--- src/rtl/seqdet_rr_scheduler.sv ---
`default_nettype none
// +--------------------------------------------------------------------------+
// | Module      : seqdet_rr_scheduler                                        |
// | Description : Round-robin scheduler that shares one serial Mealy         |
// |               pattern-detector engine among NUM_REQ bit-stream           |
// |               requesters. Each grant is a burst of up to BURST_LEN bits. |
// |               The detector is cleared before every burst. Detector hits  |
// |               are attributed to the owner and counted per requester.     |
// |               Counters saturate at their maximum value.                  |
// | Optional    : SEQDET_TIMEOUT_EN - force release of a stalled owner after |
// |               TIMEOUT_CYC cycles without a transfer.                     |
// | Ports       : clk, reset (async, active-high)                            |
// |               req/bit_valid/bit_data -> bit_ready  : requester channels  |
// |               det_clr/det_step/det_x <- det_y      : shared detector     |
// |               grant, busy, hit, hit_id, timeout    : status              |
// |               cnt_clr, rd_sel -> rd_count          : hit counter access  |
// | Revision    : 1.0 - initial release                                      |
// +--------------------------------------------------------------------------+
module seqdet_rr_scheduler #(
    parameter int NUM_REQ     = 4,
    parameter int BURST_LEN   = 16,
    parameter int CNT_W       = 8,
    parameter int TIMEOUT_CYC = 32
) (
    input  logic                       clk,
    input  logic                       reset,
    input  logic [NUM_REQ-1:0]         req,
    input  logic [NUM_REQ-1:0]         bit_valid,
    input  logic [NUM_REQ-1:0]         bit_data,
    output logic [NUM_REQ-1:0]         bit_ready,
    output logic                       det_clr,
    output logic                       det_step,
    output logic                       det_x,
    input  logic                       det_y,
    output logic [NUM_REQ-1:0]         grant,
    output logic                       busy,
    output logic                       hit,
    output logic [$clog2(NUM_REQ)-1:0] hit_id,
    input  logic                       cnt_clr,
    input  logic [$clog2(NUM_REQ)-1:0] rd_sel,
    output logic [CNT_W-1:0]           rd_count,
    output logic                       timeout
);

    localparam int C_IDW = $clog2(NUM_REQ);
    localparam int C_BCW = $clog2(BURST_LEN + 1);
    localparam logic [CNT_W-1:0] C_CNT_MAX = '1;

    typedef enum logic [1:0] {
        S_IDLE    = 2'd0,
        S_CLEAR   = 2'd1,
        S_STREAM  = 2'd2,
        S_RELEASE = 2'd3
    } state_t;

    state_t             state_q, state_d;
    logic [NUM_REQ-1:0] grant_q, grant_d;
    logic [C_IDW-1:0]   owner_q, owner_d;
    logic [C_IDW-1:0]   ptr_q, ptr_d;
    logic [C_BCW-1:0]   bit_cnt_q, bit_cnt_d;
    logic               hit_q, hit_d;
    logic [C_IDW-1:0]   hit_id_q, hit_id_d;
    logic [CNT_W-1:0]   cnt_q [NUM_REQ];
    logic [CNT_W-1:0]   cnt_d [NUM_REQ];

    logic               xfer;
    logic               idle_expired;
    logic               arb_found;
    logic [C_IDW-1:0]   arb_idx;
    logic [C_IDW:0]     cand;

    // A bit moves only while streaming and the owner offers one; bit_ready
    // is unconditionally high for the owner in STREAM.
    assign xfer = (state_q == S_STREAM) && bit_valid[owner_q];

    // Rotating priority search: start at ptr_q and wrap. The extra MSB on
    // cand lets ptr+i exceed NUM_REQ-1 before the wrap subtraction.
    always_comb begin
        arb_found = 1'b0;
        arb_idx   = '0;
        cand      = '0;
        for (int i = 0; i < NUM_REQ; i++) begin
            cand = {1'b0, ptr_q} + (C_IDW+1)'(i);
            if (cand >= (C_IDW+1)'(NUM_REQ)) begin
                cand = cand - (C_IDW+1)'(NUM_REQ);
            end
            if (!arb_found && req[cand[C_IDW-1:0]]) begin
                arb_found = 1'b1;
                arb_idx   = cand[C_IDW-1:0];
            end
        end
    end

`ifdef SEQDET_TIMEOUT_EN
    localparam int C_TW = $clog2(TIMEOUT_CYC + 1);

    logic [C_TW-1:0] idle_cnt_q, idle_cnt_d;
    logic            timeout_q;

    always_comb begin
        idle_cnt_d = idle_cnt_q;
        if (state_q == S_CLEAR) begin
            idle_cnt_d = '0;
        end else if (state_q == S_STREAM) begin
            idle_cnt_d = xfer ? '0 : idle_cnt_q + 1'b1;
        end
    end

    // A dropped request releases through the normal path, so a timeout is
    // only flagged while the owner is still asking for the engine.
    assign idle_expired = (state_q == S_STREAM) && !xfer && req[owner_q] &&
                          (idle_cnt_d == C_TW'(TIMEOUT_CYC));

    always_ff @(posedge clk or posedge reset) begin
        if (reset) begin
            idle_cnt_q <= '0;
            timeout_q  <= 1'b0;
        end else begin
            idle_cnt_q <= idle_cnt_d;
            timeout_q  <= idle_expired;
        end
    end

    assign timeout = timeout_q;
`else
    logic unused_timeout_cfg;

    assign unused_timeout_cfg = (TIMEOUT_CYC != 0);
    assign idle_expired       = 1'b0;
    assign timeout            = 1'b0;
`endif

    always_comb begin
        state_d   = state_q;
        grant_d   = grant_q;
        owner_d   = owner_q;
        ptr_d     = ptr_q;
        bit_cnt_d = bit_cnt_q;
        hit_d     = 1'b0;
        hit_id_d  = hit_id_q;
        cnt_d     = cnt_q;
        bit_ready = '0;
        det_clr   = 1'b0;
        det_step  = 1'b0;
        det_x     = 1'b0;

        case (state_q)
            S_IDLE: begin
                if (arb_found) begin
                    grant_d = NUM_REQ'(1) << arb_idx;
                    owner_d = arb_idx;
                    state_d = S_CLEAR;
                end
            end
            S_CLEAR: begin
                det_clr   = 1'b1;
                bit_cnt_d = '0;
                state_d   = S_STREAM;
            end
            S_STREAM: begin
                bit_ready = grant_q;
                det_step  = xfer;
                det_x     = xfer & bit_data[owner_q];
                if (xfer) begin
                    bit_cnt_d = bit_cnt_q + 1'b1;
                    if (det_y) begin
                        hit_d    = 1'b1;
                        hit_id_d = owner_q;
                        if (cnt_q[owner_q] != C_CNT_MAX) begin
                            cnt_d[owner_q] = cnt_q[owner_q] + 1'b1;
                        end
                    end
                    if (bit_cnt_q == C_BCW'(BURST_LEN - 1)) begin
                        state_d = S_RELEASE;
                        grant_d = '0;
                    end
                end else if (!req[owner_q] || idle_expired) begin
                    state_d = S_RELEASE;
                    grant_d = '0;
                end
            end
            S_RELEASE: begin
                ptr_d   = (owner_q == C_IDW'(NUM_REQ - 1)) ? '0 : owner_q + 1'b1;
                state_d = S_IDLE;
            end
            default: state_d = S_IDLE;
        endcase

        // Clear takes priority over a same-cycle increment; the hit pulse
        // itself is unaffected.
        if (cnt_clr) begin
            for (int i = 0; i < NUM_REQ; i++) begin
                cnt_d[i] = '0;
            end
        end
    end

    always_ff @(posedge clk or posedge reset) begin
        if (reset) begin
            state_q   <= S_IDLE;
            grant_q   <= '0;
            owner_q   <= '0;
            ptr_q     <= '0;
            bit_cnt_q <= '0;
            hit_q     <= 1'b0;
            hit_id_q  <= '0;
            for (int i = 0; i < NUM_REQ; i++) begin
                cnt_q[i] <= '0;
            end
        end else begin
            state_q   <= state_d;
            grant_q   <= grant_d;
            owner_q   <= owner_d;
            ptr_q     <= ptr_d;
            bit_cnt_q <= bit_cnt_d;
            hit_q     <= hit_d;
            hit_id_q  <= hit_id_d;
            cnt_q     <= cnt_d;
        end
    end

    always_comb begin
        rd_count = '0;
        if ({1'b0, rd_sel} < (C_IDW+1)'(NUM_REQ)) begin
            rd_count = cnt_q[rd_sel];
        end
    end

    assign grant  = grant_q;
    assign busy   = (state_q != S_IDLE);
    assign hit    = hit_q;
    assign hit_id = hit_id_q;

endmodule
`default_nettype wire

--- config.mk ---
export PLATFORM = sky130hd
export DESIGN_NAME = seqdet_rr_scheduler
export DESIGN_NICKNAME = d
export VERILOG_FILES = /design/src/rtl/seqdet_rr_scheduler.sv
export SDC_FILE = /design/constraint.sdc
export NUM_CORES = 1
export LEC_CHECK = 0
export ABC_AREA = 1
export CORE_UTILIZATION = 56
export DETAILED_ROUTE_END_ITERATION = 12
export HOLD_SLACK_MARGIN = 0.12
export PLACE_DENSITY = 0.8
export SYNTH_ARGS = -nofsm -noshare
export SYNTH_HDL_FRONTEND = slang
export SYNTH_SLANG_ARGS = --single-unit
--- constraint.sdc ---
create_clock -name clk -period 2.4 [get_ports clk]
set_input_delay 0.6 -clock clk [delete_from_list [all_inputs] [get_ports clk]]
set_output_delay 0.6 -clock clk [all_outputs]
set_load 0.01 [all_outputs]
==> out/metrics.csv <==
metric,value,unit
slowest_delay,0.53,ns
crit_chain,inv_2 -> ha_2 -> buf_4 -> nand2_1 -> inv_1 -> clkdlybuf4s50_1,
wl,8930,µm
met3_usage,4.20,%
path_clk_slew,0.09,ns
synth_fp_nets,519,
critPathLaunchType,flop,
leakage,2.34,nW
initial_core_util,58.2,%
avgSynthCellArea,7.08,µm²
outcome,"complete, no violations",
busiest_layer,met2,
yosysWarnings,0,
slew_viol_final,0,
use_met1,41.6,%
synth_common_cells,"nand2_1 (186), nand3_1 (54), dfrtp_1 (50)",
worst_path_max_delay_cell,clkdlybuf4s50_1,
synth_edf_count,0,
fmax,425,MHz
rows,28,
max_cap_viol_count,0,
dieArea,6500,µm²
vias,3478,
async_reset_ff_share,100,%
first_iter_violations,320,
rr_endpoint,cnt_q[11],
viasPerCell,5.60,
finalHoldViolations,0,
yosysMostFrequentCell,nand2_1,
power,3.95,mW
ys.flop_type,dfrtp_1,
worstMarginPinSlew,0.501,ns
yosysTopAreaCell,dfrtp_1,
n_fill_cell,512,
port_buffers,40,
arrival,1.75,ns
grtUsageTotal,29.5,%
gp_congestion,0.929,
insertion_delay,0.32,ns
cts_buffers,5,
synth_cells,489,
crit_path_end_kind,primary output,
cts_max_path_buffers,2,
finalCritPeriodShare,98.0,%
nets,575,
synthToLayoutAreaGrowth,20.2,%
drc,0,
syn-cell-area,3460,µm²
grt_max_degree,30,
wl_per_cell,14.4,µm
use_met2,47.0,%
clock_skew,0.00900,ns
chipHeight,80.6,µm
grt_pass1_vias,3086,
rr_startpoint,owner_q[1],
ant_nets,0,
cts_tree,built,
grt_pass1_wl,14600,µm
pwr_density_cell,948,nW/µm²
drive_above_1_share,14.8,%
whs,0.510,ns
relSlewSlack,66.6,%
yosys.area.top_type_share,36.1,%
hold_class,flop to flop,
grt_overflow_total,0,
min_to,cnt_q[8],
vdd.ir_drop.worst,0.000630,V
setup_viol_count_final,0,
path_class,flop to primary output,
dp_hpwl,6480,µm
layout_min_cycle_time,2.35,ns
coreArea,5960,µm²
ys_seq_elements,50,
cts_max_level,2,
die_x,80.6,µm
ys_types,35,
rrSetupSlack,0.14,ns
diodes,0,
cts-root-buf,clkbuf_8,
synthTopCellsByArea,"dfrtp_1 (36%), nand2_1 (20%), nand3_1 (7.8%), inv_1 (4.7%), ha_1 (4.3%)",
holdPathStages,2,
io_pins,42,
r2r_cells,13,
dr.pass1.iters,5,
antenna_found_initial,0,
cts.sink_count,50,
worst-path-max-fanout,4,
synth_seq_area_share,36.1,%
required,1.80,ns
min_from,cnt_q[8],
[cell type report]
class	count	area, µm²	share of cell area (%)
clock inverters	1	8.76	0.210
repair inverters	1	8.76	0.210
repair buffers	65	578	13.9
inverters	49	199	4.78
well taps	75	93.8	2.25
flip-flops and latches	50	1250	30.1
clock buffers	7	96.3	2.31
multi-input cells	373	1930	46.3
[power breakdown]
group / switching, mW / internal, mW
Combinational: 1.42 / 0.829
Sequential: 0.151 / 0.980
Clock: 0.298 / 0.265
Total: 1.87 / 2.07
[flip-flops by register name (all words and copies together) (netlist names)]
signal and cells:
bit_cnt_q 5, cnt_q 32, grant 4, hit 1, hit_id 2, owner_q 2
ptr_q 2, state_q 2
[what timing repair did]
| item | 4_1_cts | 5_1_grt |
|---|---|---|
| setup endpoints to repair | 14 | 44 |
| gates resized for setup | 35 | 19 |
| gates cloned | 0 | 1 |
| pin swaps | 0 | 3 |
| buffers inserted | 2 | 2 |
| hold buffers | 0 | 0 |
[worst max-delay path by stage]
stage                    start            to  slack, ns
floorplan           owner_q[0]     cnt_q[21]       0.32
global placement     rd_sel[1]   rd_count[0]      -0.39
detailed placement   rd_sel[1]   rd_count[0]      -0.42
CTS                  rd_sel[0]   rd_count[1]      0.009
global route        owner_q[1]     cnt_q[31]    -0.0004
finish              state_q[0]  bit_ready[0]       0.05
[critical path: cells and delay by family (launching register included)]
family | cells | cell delay [ns]
adders and majority gates | 1 | 0.19
DFF | 1 | 0.42
buffers and inverters | 4 | 0.79
and+or+nand+nor | 1 | 0.05
[layer usage]
layer	share of wire, %	wire length [µm]	vias to the layer above
met5	0	0	-
met4	1.9	172	0
met3	7.4	664	20
met2	47	4220	153
met1	43	3880	1619
li1	-	-	1686
[cell families after synthesis]
kind of cell / after synthesis / synth area share, %
AOI/OAI and AO/OA: 57 / 9.00
xor gates and xnor gates: 2 / 0.506
adders and majority gates: 12 / 4.34
buffers and inverters: 66 / 8.78
DFF: 50 / 36.1
muxes: 1 / 0.289
other: 1 / 0.108
and+or+nand+nor: 300 / 40.9
[through the flow]
step | instance area, µm² | cells | setup slack, ns | setup TNS, ns | utilization [%]
final | 4160 | 621 | 0.0477 | 0 | 69.9
after global routing | 4160 | 621 | -0.000439 | -0.000439 | 69.9
after CTS | 4110 | 618 | 0.00940 | 0 | 68.9
after detailed placement | 4020 | 608 | -0.424 | -3.20 | 67.4
after global placement | 4020 | 608 | -0.394 | -2.93 | 67.4
after floorplan | 3460 | 489 | 0.315 | 0 | -
[cell usage in the layout, fill, tap and decap left out, types with 2 or more instances in the layout]
master / count
o21ai_0: 22
dfrtp_1: 49
nand3_1: 54
buf_2: 6
inv_2: 6
clkbuf_8: 7
nor2_2: 2
nand3_2: 6
nand4_1: 6
nor2_4: 3
nand2_1: 186
o21ai_1: 12
nand3_4: 2
nor2_8: 5
ha_1: 11
nor2_1: 29
buf_4: 23
clkdlybuf4s50_1: 26
inv_1: 40
dlymetal6s2s_1: 4
dlygate4sd2_1: 2
nand2_2: 5
o21ai_2: 2
o22ai_1: 6
a21oi_1: 11
No activity file was read; power rests on OpenSTA's default activity.
